[config.mk]
export PLATFORM = sky130hd
export DESIGN_NAME = reg_write_arbiter
export DESIGN_NICKNAME = d
export VERILOG_FILES = /design/src/rtl/reg_arb_pkg.sv /design/src/rtl/four_bit_register.sv /design/src/rtl/reg_write_arbiter.sv
export SDC_FILE = /design/constraint.sdc
export NUM_CORES = 1
export LEC_CHECK = 0
export ABC_AREA = 0
export CORE_MARGIN = 3
export CORE_UTILIZATION = 35
export DETAILED_ROUTE_END_ITERATION = 8
export MAX_ROUTING_LAYER = met4
export PLACE_DENSITY_LB_ADDON = 0.25
export SKIP_LAST_GASP = 1
export SLEW_MARGIN = 20
export SYNTH_ARGS = -nofsm -noshare
export SYNTH_HDL_FRONTEND = slang
export SYNTH_SLANG_ARGS = --single-unit
[constraint.sdc]
create_clock -name clk -period 1.85 [get_ports clk]
set_input_delay 0.2775 -clock clk [delete_from_list [all_inputs] [get_ports clk]]
set_output_delay 0.2775 -clock clk [all_outputs]
set_load 0.02 [all_outputs]
[src/rtl/reg_arb_pkg.sv]
// Shared definitions for the round-robin register write arbiter:
// FSM state encoding and the width of the shared holding register.
package reg_arb_pkg;

    // Width of the shared holding register and of each requester's data word.
    localparam int DATA_W = 4;

    // Arbiter FSM encoding. 2'd3 is unused; the FSM treats it as IDLE.
    typedef enum logic [1:0] {
        IDLE  = 2'd0,
        WRITE = 2'd1,
        ACK   = 2'd2
    } state_t;

    // True for the states in which a transaction is in flight.
    function automatic logic is_busy_state(input state_t s);
        return (s == WRITE) || (s == ACK);
    endfunction

endpackage

[src/rtl/four_bit_register.sv]
// Shared 4-bit holding register with synchronous reset and write enable.
// Reset has priority over enable, so a reset during a write clears q.
module four_bit_register
    import reg_arb_pkg::*;
(
    input  logic              clk,
    input  logic              rst,
    input  logic              enable,
    input  logic [DATA_W-1:0] d,
    output logic [DATA_W-1:0] q
);

    // Register update: reset wins, otherwise load d when enabled.
    always_ff @(posedge clk) begin
        if (rst) begin
            q <= '0;
        end else if (enable) begin
            q <= d;
        end
    end

endmodule

[src/rtl/reg_write_arbiter.sv]
// Round-robin write arbiter sharing one 4-bit holding register between
// N_REQ requesters. A grant is decided in IDLE, the latched data is written
// in WRITE, and the winner receives a one-cycle ack in ACK while q already
// shows its data. The round-robin pointer advances past the winner in ACK.
module reg_write_arbiter
    import reg_arb_pkg::*;
#(
    parameter int N_REQ = 4
) (
    input  logic                       clk,
    input  logic                       rst,
    input  logic [N_REQ-1:0]           req,
    input  logic [DATA_W*N_REQ-1:0]    req_data,
    output logic [N_REQ-1:0]           ack,
    output logic [$clog2(N_REQ)-1:0]   grant_id,
    output logic                       busy,
    output logic [DATA_W-1:0]          q
);

    localparam int ID_W = $clog2(N_REQ);
    localparam logic [ID_W-1:0] LAST_ID = ID_W'(N_REQ - 1);

    state_t            state;
    state_t            state_next;
    logic [ID_W-1:0]   ptr;
    logic [DATA_W-1:0] data_lat;
    logic              enable;
    logic              pick_found;
    logic [ID_W-1:0]   pick_idx;
    logic [DATA_W-1:0] req_word [N_REQ];

    // Round-robin pick: first set request bit at or after p, wrapping.
    // Returns {found, index}. Scanning from the lowest priority toward
    // the highest lets the last hit be the winner.
    function automatic logic [ID_W:0] rr_pick(
        input logic [N_REQ-1:0] r,
        input logic [ID_W-1:0]  p
    );
        logic            found;
        logic [ID_W-1:0] idx;
        logic [ID_W-1:0] pos;
        found = 1'b0;
        idx   = '0;
        for (int k = N_REQ - 1; k >= 0; k--) begin
            pos = ID_W'((int'(p) + k) % N_REQ);
            if (r[pos]) begin
                found = 1'b1;
                idx   = pos;
            end
        end
        return {found, idx};
    endfunction

    // Split the flat data bus into one word per requester.
    for (genvar i = 0; i < N_REQ; i++) begin : g_unpack
        assign req_word[i] = req_data[DATA_W*i +: DATA_W];
    end

    // Combinational winner selection from the live requests and pointer.
    always_comb begin
        {pick_found, pick_idx} = rr_pick(req, ptr);
    end

    // State register.
    // NOTE: sequential state uses non-blocking assignments so every flop
    // samples the pre-edge values; blocking here would create ordering races.
    always_ff @(posedge clk) begin
        if (rst) begin
            state <= IDLE;
        end else begin
            state <= state_next;
        end
    end

    // Next-state logic; the unused encoding falls back to IDLE.
    // NOTE: state_next gets a default before the case so no path leaves it
    // unassigned, which would otherwise infer a latch.
    always_comb begin
        state_next = state;
        case (state)
            IDLE:    if (pick_found) state_next = WRITE;
            WRITE:   state_next = ACK;
            ACK:     state_next = IDLE;
            default: state_next = IDLE;
        endcase
    end

    // Outputs decoded from registered state only; req never reaches ack
    // combinationally.
    always_comb begin
        enable = (state == WRITE);
        busy   = is_busy_state(state);
        ack    = '0;
        if (state == ACK) begin
            ack[grant_id] = 1'b1;
        end
    end

    // Grant capture in IDLE and pointer advance in ACK. Data is captured at
    // grant so later req_data changes cannot affect the write.
    always_ff @(posedge clk) begin
        if (rst) begin
            ptr      <= '0;
            grant_id <= '0;
            data_lat <= '0;
        end else begin
            if (state == IDLE && pick_found) begin
                grant_id <= pick_idx;
                data_lat <= req_word[pick_idx];
            end
            if (state == ACK) begin
                ptr <= (grant_id == LAST_ID) ? '0 : grant_id + 1'b1;
            end
        end
    end

    four_bit_register u_reg (
        .clk    (clk),
        .rst    (rst),
        .enable (enable),
        .d      (data_lat),
        .q      (q)
    );

endmodule

**After elaboration in Yosys (flattened, before gate mapping)**

Index checks and enable logic that the tools add are counted.

- Input bits: 22
- Register bits: 14
- Word-level logic and storage cells: 50
- Output and inout port bits: 11

- Reductions and logical operators: 4
- Magnitude comparators: 7
- Mux-type cells: 25
- Equality and inequality tests: 4
- Bitwise gates (word level): 1
- Add/subtract/negate cells: 4

Operator list:

| kind | count |
|---|---|
| less-than comparator 2 x 3 -> 1 bit (second input constant) | 5 |
| two-way mux 2 bit | 6 |
| two-way mux 4 bit | 3 |
| two-way mux 1 bit | 9 |
| binary-select mux 1 bit (select 2 bit) | 4 |
| binary-select mux 4 bit (select 2 bit) | 1 |
| adder 2 x 1 -> 2 bit (second input constant) | 2 |
| adder 2 bit (second input constant) | 2 |
| equality test 2 bit (second input constant) | 2 |
| one-hot mux 2 bit (2 select lines) | 1 |
| >= comparator 3 bit (second input constant) | 1 |
| NOT 2 -> 3 bit | 1 |
| demux 1 bit (select 2 bit) | 1 |
| equality test 2 x 1 -> 1 bit (second input constant) | 1 |
| >= comparator 2 x 1 -> 1 bit (second input constant) | 1 |
| logical AND 1 bit | 2 |
| zero test 2 bit | 1 |
| inequality test 2 bit (second input constant) | 1 |
| logical OR 1 bit | 1 |

**Logic depth before layout (Yosys ltp)**

- Depth in word-level cells: 11
- Gate-level depth with buffers: 6
- Depth with buffers taken out: 6

**By module**

A second synthesis with hierarchy kept.

- Cell total of the unflattened synthesis: 87
- Area total of the unflattened synthesis: 863.3 um^2

Modules (own cells, without submodules):

| module | instances | seq. area each (um^2) | cells an instance | area an instance (um^2) |
|---|---|---|---|---|
| reg_write_arbiter | 1 | 200.2 | 74 | 723.2 |
| four_bit_register | 1 | 80.1 | 13 | 140.1 |

**Worst setup path before layout**

Ideal clock, no wire load.

- Path kind: input to register
- Start: in req[2]
- End: reg grant_id[0]
- Path buffers: 0
- Arrival time: 1.337 ns
- Library setup time: 0.063 ns
- Data required time: 1.787 ns
- Stages: 4
- Setup slack: 0.450 ns
- Path through: or4_4 nand2_4 mux2_2 nor2_2

- Longest elaborated chain between the ends: 7
- Elaborated cells between the ends (all ways): 17
- Classes of those cells: mux: 16; reduce/logical: 1

RTL lines:

| element | RTL line | source |
|---|---|---|
| start, declared | reg_write_arbiter.sv:12 | `input logic [N_REQ-1:0] req,` |
| binary-select mux 1 bit (select 2 bit) | reg_write_arbiter.sv:46 | `if (r[pos]) begin` |
| two-way mux 1 bit (not written as such) | reg_write_arbiter.sv:46 |  |
| two-way mux 1 bit (4 in a row) | reg_write_arbiter.sv:46 |  |
| logical AND 1 bit | reg_write_arbiter.sv:107 | `if (state == IDLE && pick_found) begin` |
| end signal, assigned | reg_write_arbiter.sv:108 | `grant_id <= pick_idx;` |
| end, declared | reg_write_arbiter.sv:15 | `output logic [$clog2(N_REQ)-1:0] grant_id,` |

Parallel ways exist; a longest one is shown, timed or not. The select of a mux whose other input is x is not followed.
A chain may end at the register's enable or synchronous reset.

**Worst setup path after layout**

- Start: reg grant_id[0]
- End: out ack[0]

- Longest elaborated chain between the ends: 5
- Elaborated cells between the ends (all ways): 6
- Classes of those cells: order compare: 2; mux: 3; reduce/logical: 1

RTL lines:

| element | RTL line | source |
|---|---|---|
| less-than comparator 2 x 3 -> 1 bit (not written as such) or >= comparator 2 x 1 -> 1 bit (tied branches) | reg_write_arbiter.sv:95 | `ack[grant_id] = 1'b1;` |
| logical AND 1 bit (not written as such) | reg_write_arbiter.sv:95 |  |
| two-way mux 1 bit (not written as such) | reg_write_arbiter.sv:95 |  |
| demux 1 bit (select 2 bit) (*) | reg_write_arbiter.sv:95 |  |
| two-way mux 4 bit (*) | reg_write_arbiter.sv:94 | `if (state == ACK) begin` |
| end, declared | reg_write_arbiter.sv:14 | `output logic [N_REQ-1:0] ack,` |

Mark *: on every way between the ends. The rest lies on a longest branch, timed or not.

==> impl_metrics.yaml <==
outcome:
  status: "completed"
routing:
  wire_per_inst_um: 11.5
  drc_errors: 0
  drt_wl_total_um: 1820
  drt_pass1_iterations: 4
  ant_nets: 0
  viasPerCell: 4.81
  via_count: 760
  drt_first_iter_violations: 12
logic_synthesis:
  syn_area_per_cell_um2: 9.39
  ys_async_sr_fraction_pct: 0
  synth_nets: 121
  syn_inst: 91
  synth_ff_type: "dfxtp_1"
  ys_ff_latch: 14
  synth.top_cell.area_share_pct: 32.8
  ys_types: 25
  yosysSeqAreaShare_pct: 32.8
  netlist_area_um2: 855
  synth_most_common_cell: "mux2i_1"
  synth_common_cells: "mux2i_1 (16), dfxtp_1 (14), nor2_1 (14), ha_1 (8), inv_1 (8)"
  synth_top_area_cell: "dfxtp_1"
  ys_warn_count: 0
  synth-edff-count: 0
  yosys-top-cells-area: "dfxtp_1 (33%), mux2i_1 (19%), ha_1 (12%)"
clock_network:
  clock-sinks: 14
  clk_pin_slew_worst_paths_ps: 80
  cts_buffer_depth: 2
  cts_buffers: 3
  cts_hold_buf: 0
  clkLatencyLatePin_ps: 280
  cts_tree: "built"
  clockRootBuffer: "clkbuf_4"
  htreeDepth: 1
finish:
  num-fill-cells: 228
  nets: 161
  area_growth_pct: 49.9
  antenna_cells: 0
  multi_input_comb_area_um2: 528
  drive_gt1_share_pct: 13.8
  seq_area_um2: 280
  postLayoutCellArea_um2: 1280
die:
  start_util_pct: 37.9
  dieArea_um2: 3070
  die_width_um: 55.4
  core_area_um2: 2250
  die_y_um: 55.4
  io_pins: 33
  row_count: 17
power_and_ir_drop:
  power.leakage_nw: 0.574
  ir_worst_vdd_v: 0.000396
  power_density_nw_per_um2: 636
  power_mw: 0.815
sta:
  rsz0062_at_grt: "no"
  whs_ps: 498
  fmax_ghz: 0.584
  period_share_pct: 92.5
  fin_ws_ps: 138
  final-setup-viol-count: 0
  slew_headroom_pct: 80.3
  fin_skew_ps: 4.71
  tightest_slew_ps: 294
  finalMaxSlewViolations: 0
  finalHoldViolCount: 0
  period_needed_ps: 1710
run:
  maxCapViolCount: 0
min_path:
  hp-class: "reg -> reg"
global_route:
  grt_max_degree: 9
  grtUsageTotal_pct: 12.7
  grt_pass1_wl_um: 3110
  grt_pass1_vias: 748
  overflow: 0
  antenna_found_initial: 0
setup_path:
  cp-start-kind: "register"
  worstPathMaxFanout: 5
  reg2reg_slack_ps: 380
  crit_required_ps: 1570
  path_class: "reg -> out"
  crit_arrival_ps: 1430
  cp-end-kind: "output port"
placement:
  dpl.hpwl_um: 1540
  dp_worst_setup_slack_ps: -90.4
  portBuffers: 32
  gp_congestion: 0.738
  dpl_cell_area_um2: 1250
## state kept, by name (all words and copies together), names as in the netlist
signal and cells:
data_lat 4, u_reg.q 4, grant_id 2, ptr 2
state 2
## cell usage in the layout, fill, tap and decap left out
cell type,instances
dfxtp_1,14
buf_4,5
mux2_2,1
and2_1,4
ha_2,1
nor3_1,2
o221ai_2,1
buf_12,1
nand2_2,1
ha_1,7
clkbuf_8,1
or2b_1,1
or4_4,1
mux2i_1,16
o22ai_1,1
a21oi_1,3
nand2b_1,1
nand2b_2,1
dlygate4sd2_1,5
o221ai_1,3
nor3b_1,1
clkdlybuf4s50_1,27
clkbuf_4,3
a211o_1,1
inv_1,8
nand3b_1,4
nor2_1,14
nor2_2,1
nand2_4,1
## path summary, 6_finish.rpt
kind	from	end	cells after the start
max	grant_id[0]	ack[0]	4
min	u_reg.q[1]	u_reg.q[1]	2
max reg2reg	ptr[0]	data_lat[1]	6
min reg2reg	u_reg.q[1]	u_reg.q[1]	2
## what timing repair did
| action | CTS | global route |
|---|---|---|
| endpoints found under the setup margin | 5 | 0 |
| gates resized for setup | 6 | 0 |
| setup buffers | 0 | 0 |
| endpoints found under the hold margin | 0 | 0 |
## logic make-up after synthesis
| group | Yosys count | share of synthesized area, % |
|---|---|---|
| compound gates | 9 | 8.35 |
| mux | 17 | 20.1 |
| flops | 14 | 32.8 |
| fa+ha+maj | 8 | 11.7 |
| buf+inv | 11 | 5.71 |
| simple gates | 32 | 21.4 |
## worst max-delay path: stages (launching register included)
cell and delay (ps):
dfxtp_1 400, inv_1 100, ha_1 200, and2_1 140, dlygate4sd2_1 310
## metrics by stage
step                TNS [ps]  instances  utilization (%)
finish                     0        158             56.8
global route               0        158             56.8
CTS                        0        158             56.8
detailed placement      -359        154             55.4
global placement        -242        154             55.4
floorplan                  0         91                -
## power breakdown
| group | total, mW | internal (mW) | switching (mW) |
|---|---|---|---|
| clock network | 0.216 | 0.120 | 0.0963 |
| logic | 0.252 | 0.142 | 0.110 |
| registers | 0.347 | 0.328 | 0.0198 |
| total | 0.815 | 0.589 | 0.226 |
## area by class of cell
class / count / area share [%]
Clock buffer: 4 / 2.83
Inverter: 8 / 2.34
Multi-Input combinational cell: 66 / 41.2
Sequential cell: 14 / 21.9
Tap cell: 28 / 2.73
Timing Repair Buffer: 38 / 29.0
## layer usage
layer | routed length, um | vias up | global-route usage [%]
li1 | - | 391 | -
met1 | 750 | 341 | 14.4
met2 | 977 | 28 | 23.0
met3 | 94 | 0 | 2.10
met4 | 0 | 0 | 3.13
met5 | 0 | - | -
No activity file was read; power rests on OpenSTA's default activity.
